===== src/rtl/seq_pattern_detector_pkg.sv =====
// rtl/seq_pattern_detector_pkg.sv - shared state encodings and widths for the pattern detector
package seq_det_pkg;

  localparam logic [1:0] TRACK   = 2'b00;
  localparam logic [1:0] DELAY   = 2'b01;
  localparam logic [1:0] SUCCESS = 2'b11;

  localparam int TIMER_W = 8;

endpackage


===== src/rtl/seq_pattern_detector_if.sv =====
// rtl/seq_pattern_detector_if.sv - serial input and status/counter bundle of the pattern detector
interface seq_pattern_detector_if #(
  parameter int COUNT_W = 6
);
  logic               input_valid;
  logic               sequential_input;
  logic               clear_count;
  logic [1:0]         current_state;
  logic               success_output;
  logic [COUNT_W-1:0] match_count;
  logic [COUNT_W-1:0] count_z;
  logic               overrun;

  // bit source / control side
  modport master (
    output input_valid, sequential_input, clear_count,
    input  current_state, success_output, match_count, count_z, overrun
  );

  // detector side
  modport slave (
    input  input_valid, sequential_input, clear_count,
    output current_state, success_output, match_count, count_z, overrun
  );
endinterface


===== src/rtl/seq_pattern_detector_sat_counter.sv =====
// rtl/seq_pattern_detector_sat_counter.sv - saturating event counter with synchronous clear
module sat_counter #(
  parameter int W = 6
) (
  input  logic         clock,
  input  logic         reset,
  input  logic         clr,
  input  logic         inc,
  output logic [W-1:0] q
);
  logic [W-1:0] q_q;
  logic [W-1:0] q_d;

  // clear beats increment; increment stops at all-ones instead of wrapping
  always_comb begin
    q_d = q_q;
    if (clr) begin
      q_d = '0;
    end else if (inc && (q_q != {W{1'b1}})) begin
      q_d = q_q + W'(1);
    end
  end

  // count register
  always_ff @(posedge clock) begin
    if (reset) begin
      q_q <= '0;
    end else begin
      q_q <= q_d;
    end
  end

  assign q = q_q;
endmodule


===== src/rtl/seq_pattern_detector.sv =====
// rtl/seq_pattern_detector.sv - parametrised serial bit-pattern detector with delayed success pulse
module seq_pattern_detector #(
  parameter int                     PATTERN_LEN = 3,
  parameter logic [PATTERN_LEN-1:0] PATTERN     = 3'b111,
  parameter bit                     OVERLAP     = 1'b1,
  parameter int                     DELAY       = 2,
  parameter int                     COUNT_W     = 6
) (
  input logic                   clock,
  input logic                   reset,
  seq_pattern_detector_if.slave bus
);
  import seq_det_pkg::TRACK;
  import seq_det_pkg::SUCCESS;
  import seq_det_pkg::TIMER_W;

  localparam int                FILL_W   = $clog2(PATTERN_LEN);
  localparam logic [FILL_W-1:0] FILL_MAX = FILL_W'(PATTERN_LEN - 1);

  logic [PATTERN_LEN-2:0] hist_q, hist_d;
  logic [FILL_W-1:0]      fill_q, fill_d;
  logic [1:0]             state_q, state_d;
  logic [TIMER_W-1:0]     timer_q, timer_d;
  logic                   overrun_q, overrun_d;

  logic                   accept;
  logic [PATTERN_LEN-1:0] window;
  logic                   match;
  logic [COUNT_W-1:0]     match_cnt;
  logic [COUNT_W-1:0]     zero_cnt;

  assign accept = bus.input_valid;
  assign window = {hist_q, bus.sequential_input};
  assign match  = accept && (fill_q == FILL_MAX) && (window == PATTERN);

  // shift history on accepted bits; fill tracks how many bits are valid, reset by a non-overlapping match
  always_comb begin
    hist_d = hist_q;
    fill_d = fill_q;
    if (accept) begin
      hist_d = window[PATTERN_LEN-2:0];
      if (match && !OVERLAP) begin
        fill_d = '0;
      end else if (fill_q != FILL_MAX) begin
        fill_d = fill_q + FILL_W'(1);
      end
    end
  end

  // TRACK -> (DELAY for DELAY cycles) -> SUCCESS for one cycle; matches outside TRACK never restart it
  always_comb begin
    state_d = state_q;
    timer_d = timer_q;
    case (state_q)
      TRACK: begin
        if (match) begin
          if (DELAY == 0) begin
            state_d = SUCCESS;
          end else begin
            state_d = seq_det_pkg::DELAY;
            timer_d = TIMER_W'(DELAY - 1);
          end
        end
      end
      seq_det_pkg::DELAY: begin
        if (timer_q == '0) begin
          state_d = SUCCESS;
        end else begin
          timer_d = timer_q - TIMER_W'(1);
        end
      end
      default: state_d = TRACK;
    endcase
  end

  // sticky flag for matches that arrive while a sequence is still in flight
  always_comb begin
    overrun_d = overrun_q;
    if (bus.clear_count) begin
      overrun_d = 1'b0;
    end else if (match && (state_q != TRACK)) begin
      overrun_d = 1'b1;
    end
  end

  // state registers; clear_count deliberately leaves the FSM alone
  always_ff @(posedge clock) begin
    if (reset) begin
      hist_q    <= '0;
      fill_q    <= '0;
      state_q   <= TRACK;
      timer_q   <= '0;
      overrun_q <= 1'b0;
    end else begin
      hist_q    <= hist_d;
      fill_q    <= fill_d;
      state_q   <= state_d;
      timer_q   <= timer_d;
      overrun_q <= overrun_d;
    end
  end

  sat_counter #(.W(COUNT_W)) u_match_cnt (
    .clock (clock),
    .reset (reset),
    .clr   (bus.clear_count),
    .inc   (match),
    .q     (match_cnt)
  );

  sat_counter #(.W(COUNT_W)) u_zero_cnt (
    .clock (clock),
    .reset (reset),
    .clr   (bus.clear_count),
    .inc   (accept && !bus.sequential_input),
    .q     (zero_cnt)
  );

  assign bus.current_state  = state_q;
  assign bus.success_output = (state_q == SUCCESS);
  assign bus.match_count    = match_cnt;
  assign bus.count_z        = zero_cnt;
  assign bus.overrun        = overrun_q;
endmodule


===== src/flat_wrapper.sv =====
// flat-port wrapper written by rule: the top's interface ports become plain ports
module seq_pattern_detector_flat import seq_det_pkg::TRACK; import seq_det_pkg::SUCCESS; import seq_det_pkg::TIMER_W;
#(
  parameter int                     PATTERN_LEN = 3,
  parameter logic [PATTERN_LEN-1:0] PATTERN     = 3'b111,
  parameter bit                     OVERLAP     = 1'b1,
  parameter int                     DELAY       = 2,
  parameter int                     COUNT_W     = 6
)
  (clock, reset, bus_input_valid, bus_sequential_input, bus_clear_count, bus_current_state, bus_success_output, bus_match_count, bus_count_z, bus_overrun);
  seq_pattern_detector_if #(.COUNT_W(COUNT_W)) bus_i ();
  input logic clock;
  input logic reset;
  input wire logic [$bits(bus_i.input_valid)-1:0] bus_input_valid;
  input wire logic [$bits(bus_i.sequential_input)-1:0] bus_sequential_input;
  input wire logic [$bits(bus_i.clear_count)-1:0] bus_clear_count;
  output wire logic [$bits(bus_i.current_state)-1:0] bus_current_state;
  output wire logic [$bits(bus_i.success_output)-1:0] bus_success_output;
  output wire logic [$bits(bus_i.match_count)-1:0] bus_match_count;
  output wire logic [$bits(bus_i.count_z)-1:0] bus_count_z;
  output wire logic [$bits(bus_i.overrun)-1:0] bus_overrun;
  assign bus_i.input_valid = bus_input_valid;
  assign bus_i.sequential_input = bus_sequential_input;
  assign bus_i.clear_count = bus_clear_count;
  assign bus_current_state = bus_i.current_state;
  assign bus_success_output = bus_i.success_output;
  assign bus_match_count = bus_i.match_count;
  assign bus_count_z = bus_i.count_z;
  assign bus_overrun = bus_i.overrun;
  seq_pattern_detector #(.PATTERN_LEN(PATTERN_LEN), .PATTERN(PATTERN), .OVERLAP(OVERLAP), .DELAY(DELAY), .COUNT_W(COUNT_W)) u_core (.clock(clock), .reset(reset), .bus(bus_i));
endmodule

===== config.mk =====
export PLATFORM = sky130hd
export DESIGN_NAME = seq_pattern_detector_flat
export DESIGN_NICKNAME = d
export VERILOG_FILES = /design/src/rtl/seq_pattern_detector_pkg.sv /design/src/rtl/seq_pattern_detector_if.sv /design/src/rtl/seq_pattern_detector_sat_counter.sv /design/src/rtl/seq_pattern_detector.sv /design/src/flat_wrapper.sv
export SDC_FILE = /design/constraint.sdc
export NUM_CORES = 1
export LEC_CHECK = 0
export ABC_CLOCK_PERIOD_IN_PS = 2600
export CAP_MARGIN = 20
export CORE_MARGIN = 2
export CORE_UTILIZATION = 45
export CTS_CLUSTER_SIZE = 28
export DETAILED_ROUTE_END_ITERATION = 10
export PLACE_DENSITY_LB_ADDON = 0.1
export SLEW_MARGIN = 10
export SYNTH_ARGS = -nofsm -noshare
export SYNTH_HDL_FRONTEND = slang
export SYNTH_HIERARCHICAL = 1
export SYNTH_SLANG_ARGS = --single-unit

===== constraint.sdc =====
create_clock -name clock -period 2.6 [get_ports clock]
set_clock_uncertainty 0.15 [all_clocks]
set_input_delay 0.26 -clock clock [delete_from_list [all_inputs] [get_ports clock]]
set_output_delay 0.26 -clock clock [all_outputs]
set_load 0.005 [all_outputs]

* Yosys cells after proc, flatten, opt, wreduce, memory -nomap -nowiden
Cells that the tools add are included.
** Operators by class
- Reductions and logical operators :: 15
- Mux-type cells :: 6
- Eq/ne operators :: 10
- $add $sub $neg :: 4
** Operator list (number)
- 8-bit 2-to-1 mux :: 2
- 8-bit case mux with 2 select lines :: 1
- 6-bit by 1-bit adder with 6-bit output (second input constant) :: 2
- 6-bit != test (second input constant) :: 2
- 8-bit logical NOT :: 1
- 8-bit by 1-bit subtractor with 8-bit output (second input constant) :: 1
- 1-bit logical AND :: 6
- 2-bit equality test (second input constant) :: 2
- 2-bit 2-to-1 mux :: 2
- 2-bit by 1-bit != test with 1-bit output (second input constant) :: 2
- 2-bit != test (second input constant) :: 2
- 2-bit case mux with 2 select lines :: 1
- 2-bit AND reduction :: 2
- 2-bit nonzero test :: 2
- 3-bit equality test (second input constant) :: 1
- 3-bit AND reduction :: 1
- 2-bit by 1-bit adder with 2-bit output (second input constant) :: 1
- 2-bit by 1-bit equality test with 1-bit output (second input constant) :: 1
- 2-bit logical NOT :: 1
- 2-bit OR reduction :: 1
- 1-bit logical NOT :: 1
** Word-level totals
- Logic and storage cells :: 42
- Output and inout bits :: 16
- Bits of input ports :: 5
- Bits in registers :: 27

* Longest topological paths before layout
- Depth in word-level cells :: 5
- Mapped depth :: 8
- Gate-level depth less buffers :: 8

* Hierarchy
Netlist, hierarchy kept.
** By module, submodules not included
- seq_pattern_detector :: sequential area each 300.3 um2, area an instance 783.3 um2, instances 1, cells an instance 85
- sat_counter :: sequential area each 120.1 um2, area an instance 286.5 um2, instances 2, cells an instance 29

* Least setup slack after synthesis
No wires, ideal clock.
- Path type :: register to register
- From :: reg u_core.fill_q[0]
- To :: reg u_core.u_match_cnt.q_q[5], in the netlist u_core/u_match_cnt/q[5]
- Required time :: 2.327 ns
- Setup time :: 0.123 ns
- Period minus slack after synthesis :: 1.909 ns
- Stages on the path, launching flop included :: 9
- Buffers on the path :: 0
- Path slack :: 0.691 ns
- Arrival :: 1.636 ns
- Cell sequence :: dfxtp_1 inv_1 ha_1 and4_4 and2_1 inv_1 a31oi_4 nand4_1 mux2_1
** Between the ends
- Longest elaborated chain between the ends :: 4
** RTL lines
- start, declared :: RTL line seq_pattern_detector.sv:21 : logic [FILL_W-1:0] fill_q, fill_d;
- start signal, assigned :: RTL line seq_pattern_detector.sv:96 : fill_q <= fill_d;
- 2-bit equality test :: RTL line seq_pattern_detector.sv:34 : assign match = accept && (fill_q == FILL_MAX) && (window == PATTERN);
- 1-bit logical AND (2 in a row) :: RTL line seq_pattern_detector.sv:34
- net u_core.match :: RTL line seq_pattern_detector.sv:28 : logic match;
- 1-bit logical AND :: RTL line seq_pattern_detector_sat_counter.sv:19 : end else if (inc && (q_q != {W{1'b1}})) begin
- end signal, assigned :: RTL line seq_pattern_detector_sat_counter.sv:29 : q_q <= q_d;
- end, declared :: RTL line seq_pattern_detector_sat_counter.sv:11 : logic [W-1:0] q_q;
The timed path passes the listed nets, and every way through them passes these cells.
A chain may end at the register's enable or synchronous reset.

* Final worst setup path
- From :: reg u_core.timer_q[5]
- To :: reg u_core.timer_q[7]
** Between the ends
- Longest elaborated chain between the ends :: 3
- Elaborated cells on any way between the ends :: 6
- Those cells by class :: add/sub (1); eq/ne (1); mux (2); reduce/logical (2)
** RTL lines
- start, declared :: RTL line seq_pattern_detector.sv:23 : logic [TIMER_W-1:0] timer_q, timer_d;
- start signal, assigned :: RTL line seq_pattern_detector.sv:98 : timer_q <= timer_d;
- 8-bit by 1-bit subtractor with 8-bit output or 8-bit logical NOT (tied branches) :: RTL line seq_pattern_detector.sv:69, seq_pattern_detector.sv:66
- 8-bit 2-to-1 mux or 2-bit != test (tied branches)
- 8-bit case mux with 2 select lines or 3-bit AND reduction (tied branches)
Parallel ways exist; a longest one is shown, timed or not. The select of a mux whose other input is x is not followed.

==> flow_metrics.py <==
metrics = {
    "timing": {
        "tightest_slew_ns": 0.606,
        "finalCritPeriodShare_pct": 79.7,
        "post-route-worst-setup-slack_ns": 0.527,
        "final_max_slew_viol_count": 0,
        "finalWorstPathRequiredPeriod_ns": 2.07,
        "setup_tns_ns": 0,
        "setup-violations-final": 0,
        "final-hold-violation-count": 0,
        "unrepaired_setup_endpoints_after_global_routing": "no",
        "worst_slew_margin_rel_pct": 59.6,
        "max_clock_freq_mhz": 482,
    },
    "yosys": {
        "post_synth.cell_area_avg_um2": 9.48,
        "synth_async_sr_flop_share_pct": 0,
        "postSynth.topFlopCell": "sky130_fd_sc_hd__dfxtp_1",
        "netlist.area_leader.share_pct": 39.9,
        "synth-warning-count": 6,
        "postSynthRegisterBits": 27,
        "dominant_cell_type_by_area_after_synthesis": "sky130_fd_sc_hd__dfxtp_1",
        "synth_cells": 143,
        "synth_edf_count": 0,
        "seq_area_frac_synth_pct": 39.9,
        "synth_nets": 153,
        "synth_top_area_cells": "sky130_fd_sc_hd__dfxtp_1 (40%), sky130_fd_sc_hd__nor2_1 (5.5%), sky130_fd_sc_hd__a21oi_1 (4.8%)",
        "synthesis.area_um2": 1360,
        "synthDistinctLibCells": 41,
    },
    "clock_tree": {
        "insertion_delay_ns": 0.33,
        "cts-htree-levels": 1,
        "ctsRootBufferMaster": "sky130_fd_sc_hd__clkbuf_4",
        "hold_buffers": 0,
        "clock-sinks": 27,
        "cts_resized": 0,
        "cts.path.max_buffers": 2,
        "cts_made_buffers": 3,
        "clkSlewWorstSetupHoldPaths_ns": 0.15,
        "clock_tree_from_tritoncts": "yes",
        "cts_post_setup_buffers_inserted": 0,
    },
    "drt": {
        "first_iter_violations": 30,
        "remaining_drc_errors": 0,
        "avgRoutedWirePerCell_um": 13.2,
        "via_per_instance_ratio": 5.76,
        "final_antenna_net_count": 0,
        "met3RoutedLength_um": 82,
        "drt-total-wl_um": 2550,
        "top_layer_used_by_detailed_routing": "met4",
        "dr_total_vias": 1118,
        "wirelength_met1_um": 1250,
        "routed_met2_length_um": 1170,
        "drt-pass1-iter-count": 4,
    },
    "floorplan": {
        "coreArea_um2": 2810,
        "num_io_pins": 21,
        "die_area_um2": 3470,
        "initial_core_util_pct": 48.3,
        "rows": 19,
        "die_w_um": 58.9,
        "die_height_um": 58.9,
    },
    "global_routing": {
        "grt_max_degree": 16,
        "number_of_antenna_violations_at_the_first_check_in_global_routing": 0,
        "grt_pass1_vias": 1020,
        "grt_pass1_wl_um": 4490,
        "grt_usage_pct": 16.6,
        "globalRouteOverflowTotal": 0,
    },
    "place": {
        "placed_cells_incl_taps": 190,
        "preCtsSetupSlack_ns": 0.351,
        "dp.final_hpwl_um": 1900,
        "port_buffer_count": 20,
        "finalWeightedCongestion": 0.806,
    },
    "min_path": {
        "worst_hold_path.num_cells": 1,
        "hold_path_class": "flop to flop",
    },
    "critical_path": {
        "start_kind": "flop",
        "crit_path_max_fanout": 13,
        "r2r_cells": 4,
        "timing.setup.critical_path_class": "flop to flop",
        "cp_data_required_time_ns": 2.69,
        "crit_path_end_kind": "flop",
        "critical_path_arrival_ns": 2.16,
    },
    "final_layout": {
        "leading_cell_types_in_the_layout_fill_and_taps_excluded": "sky130_fd_sc_hd__dfxtp_1 (27), sky130_fd_sc_hd__clkdlybuf4s50_1 (20), sky130_fd_sc_hd__nor2_1 (20), sky130_fd_sc_hd__a21oi_1 (13), sky130_fd_sc_hd__inv_1 (9)",
        "fin_util_pct": 57.1,
        "synthToLayoutAreaGrowth_pct": 18.2,
        "fraction_of_final_layout_cells_with_drive_strength_greater_than_1_pct": 10.4,
        "instances_no_fill": 194,
        "antenna_cells_inserted": 0,
        "num-nets-final": 174,
        "mostFrequentLayoutCell": "sky130_fd_sc_hd__dfxtp_1",
    },
    "power": {
        "powerDensity_nw_per_um2": 410,
        "worst_voltage_drop_across_the_vdd_grid_v": 0.000295,
        "cellLeakagePower_nw": 0.583,
    },
    "job": {
        "cap_violations": 0,
    },
    "status": {
        "outcome": "complete, no violations",
    },
}
[power breakdown]
group / switching (mW) / internal, mW
clock network: 0.127 / 0.0579
logic: 0.0232 / 0.0231
registers: 0.00469 / 0.421
[synthesized netlist by cell type, types with 3 or more instances]
cell type	n
sky130_fd_sc_hd__dfxtp_1	27
sky130_fd_sc_hd__nor2_1	20
sky130_fd_sc_hd__a21oi_1	13
sky130_fd_sc_hd__inv_1	9
sky130_fd_sc_hd__ha_1	5
sky130_fd_sc_hd__o31ai_1	5
sky130_fd_sc_hd__or4_1	5
sky130_fd_sc_hd__a311oi_1	4
sky130_fd_sc_hd__mux2i_1	4
sky130_fd_sc_hd__clkbuf_1	3
sky130_fd_sc_hd__nor3_1	3
sky130_fd_sc_hd__xnor2_1	3
[area by class of cell]
class	count	area, um^2
clock buffers	3	22.5
clock inverters	1	5.00
fillers	273	1200
inverters	9	33.8
multi-input cells	101	747
flip-flops and latches	27	541
well taps	31	38.8
repair buffers	22	215
[cells by family after synthesis]
logic type	share of synthesized area, %
adder cells (fa/ha/maj)	4.61
AND/OR/NAND/NOR	23.9
buffers and inverters	5.07
multiplexers	5.72
flip-flops	39.9
AO/OA/AOI/OAI	18.9
XOR/XNOR	1.94
[registers in the layout, summed over array words and instances, names as in the netlist]
| name | flops |
|---|---|
| u_core/u_match_cnt/q | 6 |
| u_core/u_zero_cnt/q | 6 |
| u_core/hist_q | 2 |
| u_core/fill_q | 2 |
| u_core/timer_q | 8 |
| u_core/bus.overrun | 1 |
| u_core/bus.current_state | 2 |
[per-layer routing]
layer | GRT usage (%) | up-vias
met3 | 2.20 | 5
met5 | 0 | -
met4 | 7.79 | 0
li1 | - | 571
met2 | 25.6 | 20
met1 | 23.0 | 522
[metrics by stage]
| step | cell area, um^2 | power (mW) | hold WS, ns |
|---|---|---|---|
| detailed placement | 1580 | 0.482 | 0.312 |
| global route | 1600 | 0.689 | 0.356 |
| global placement | 1580 | 0.480 | 0.310 |
| finish | 1600 | 0.657 | 0.348 |
| CTS | 1600 | 0.671 | 0.336 |
| floorplan | 1360 | 0.465 | 0.189 |
[critical path, cell delays in order, from the launching register on]
cell and delay [ns]:
sky130_fd_sc_hd__dfxtp_1 0.38, sky130_fd_sc_hd__nor4_1 0.48, sky130_fd_sc_hd__and4_1 0.54, sky130_fd_sc_hd__nor4b_2 0.11, sky130_fd_sc_hd__mux2_4 0.32
[worst paths after layout]
path / start / to / slack [ns]
worst max-delay path: u_core/timer_q[5] / u_core/timer_q[7] / 0.53
worst min-delay path: u_core/timer_q[0] / u_core/timer_q[0] / 0.35
worst max register to register: u_core/timer_q[5] / u_core/timer_q[7] / 0.53
worst min register to register: u_core/timer_q[0] / u_core/timer_q[0] / 0.35
(Power assumes the default switching activity.)
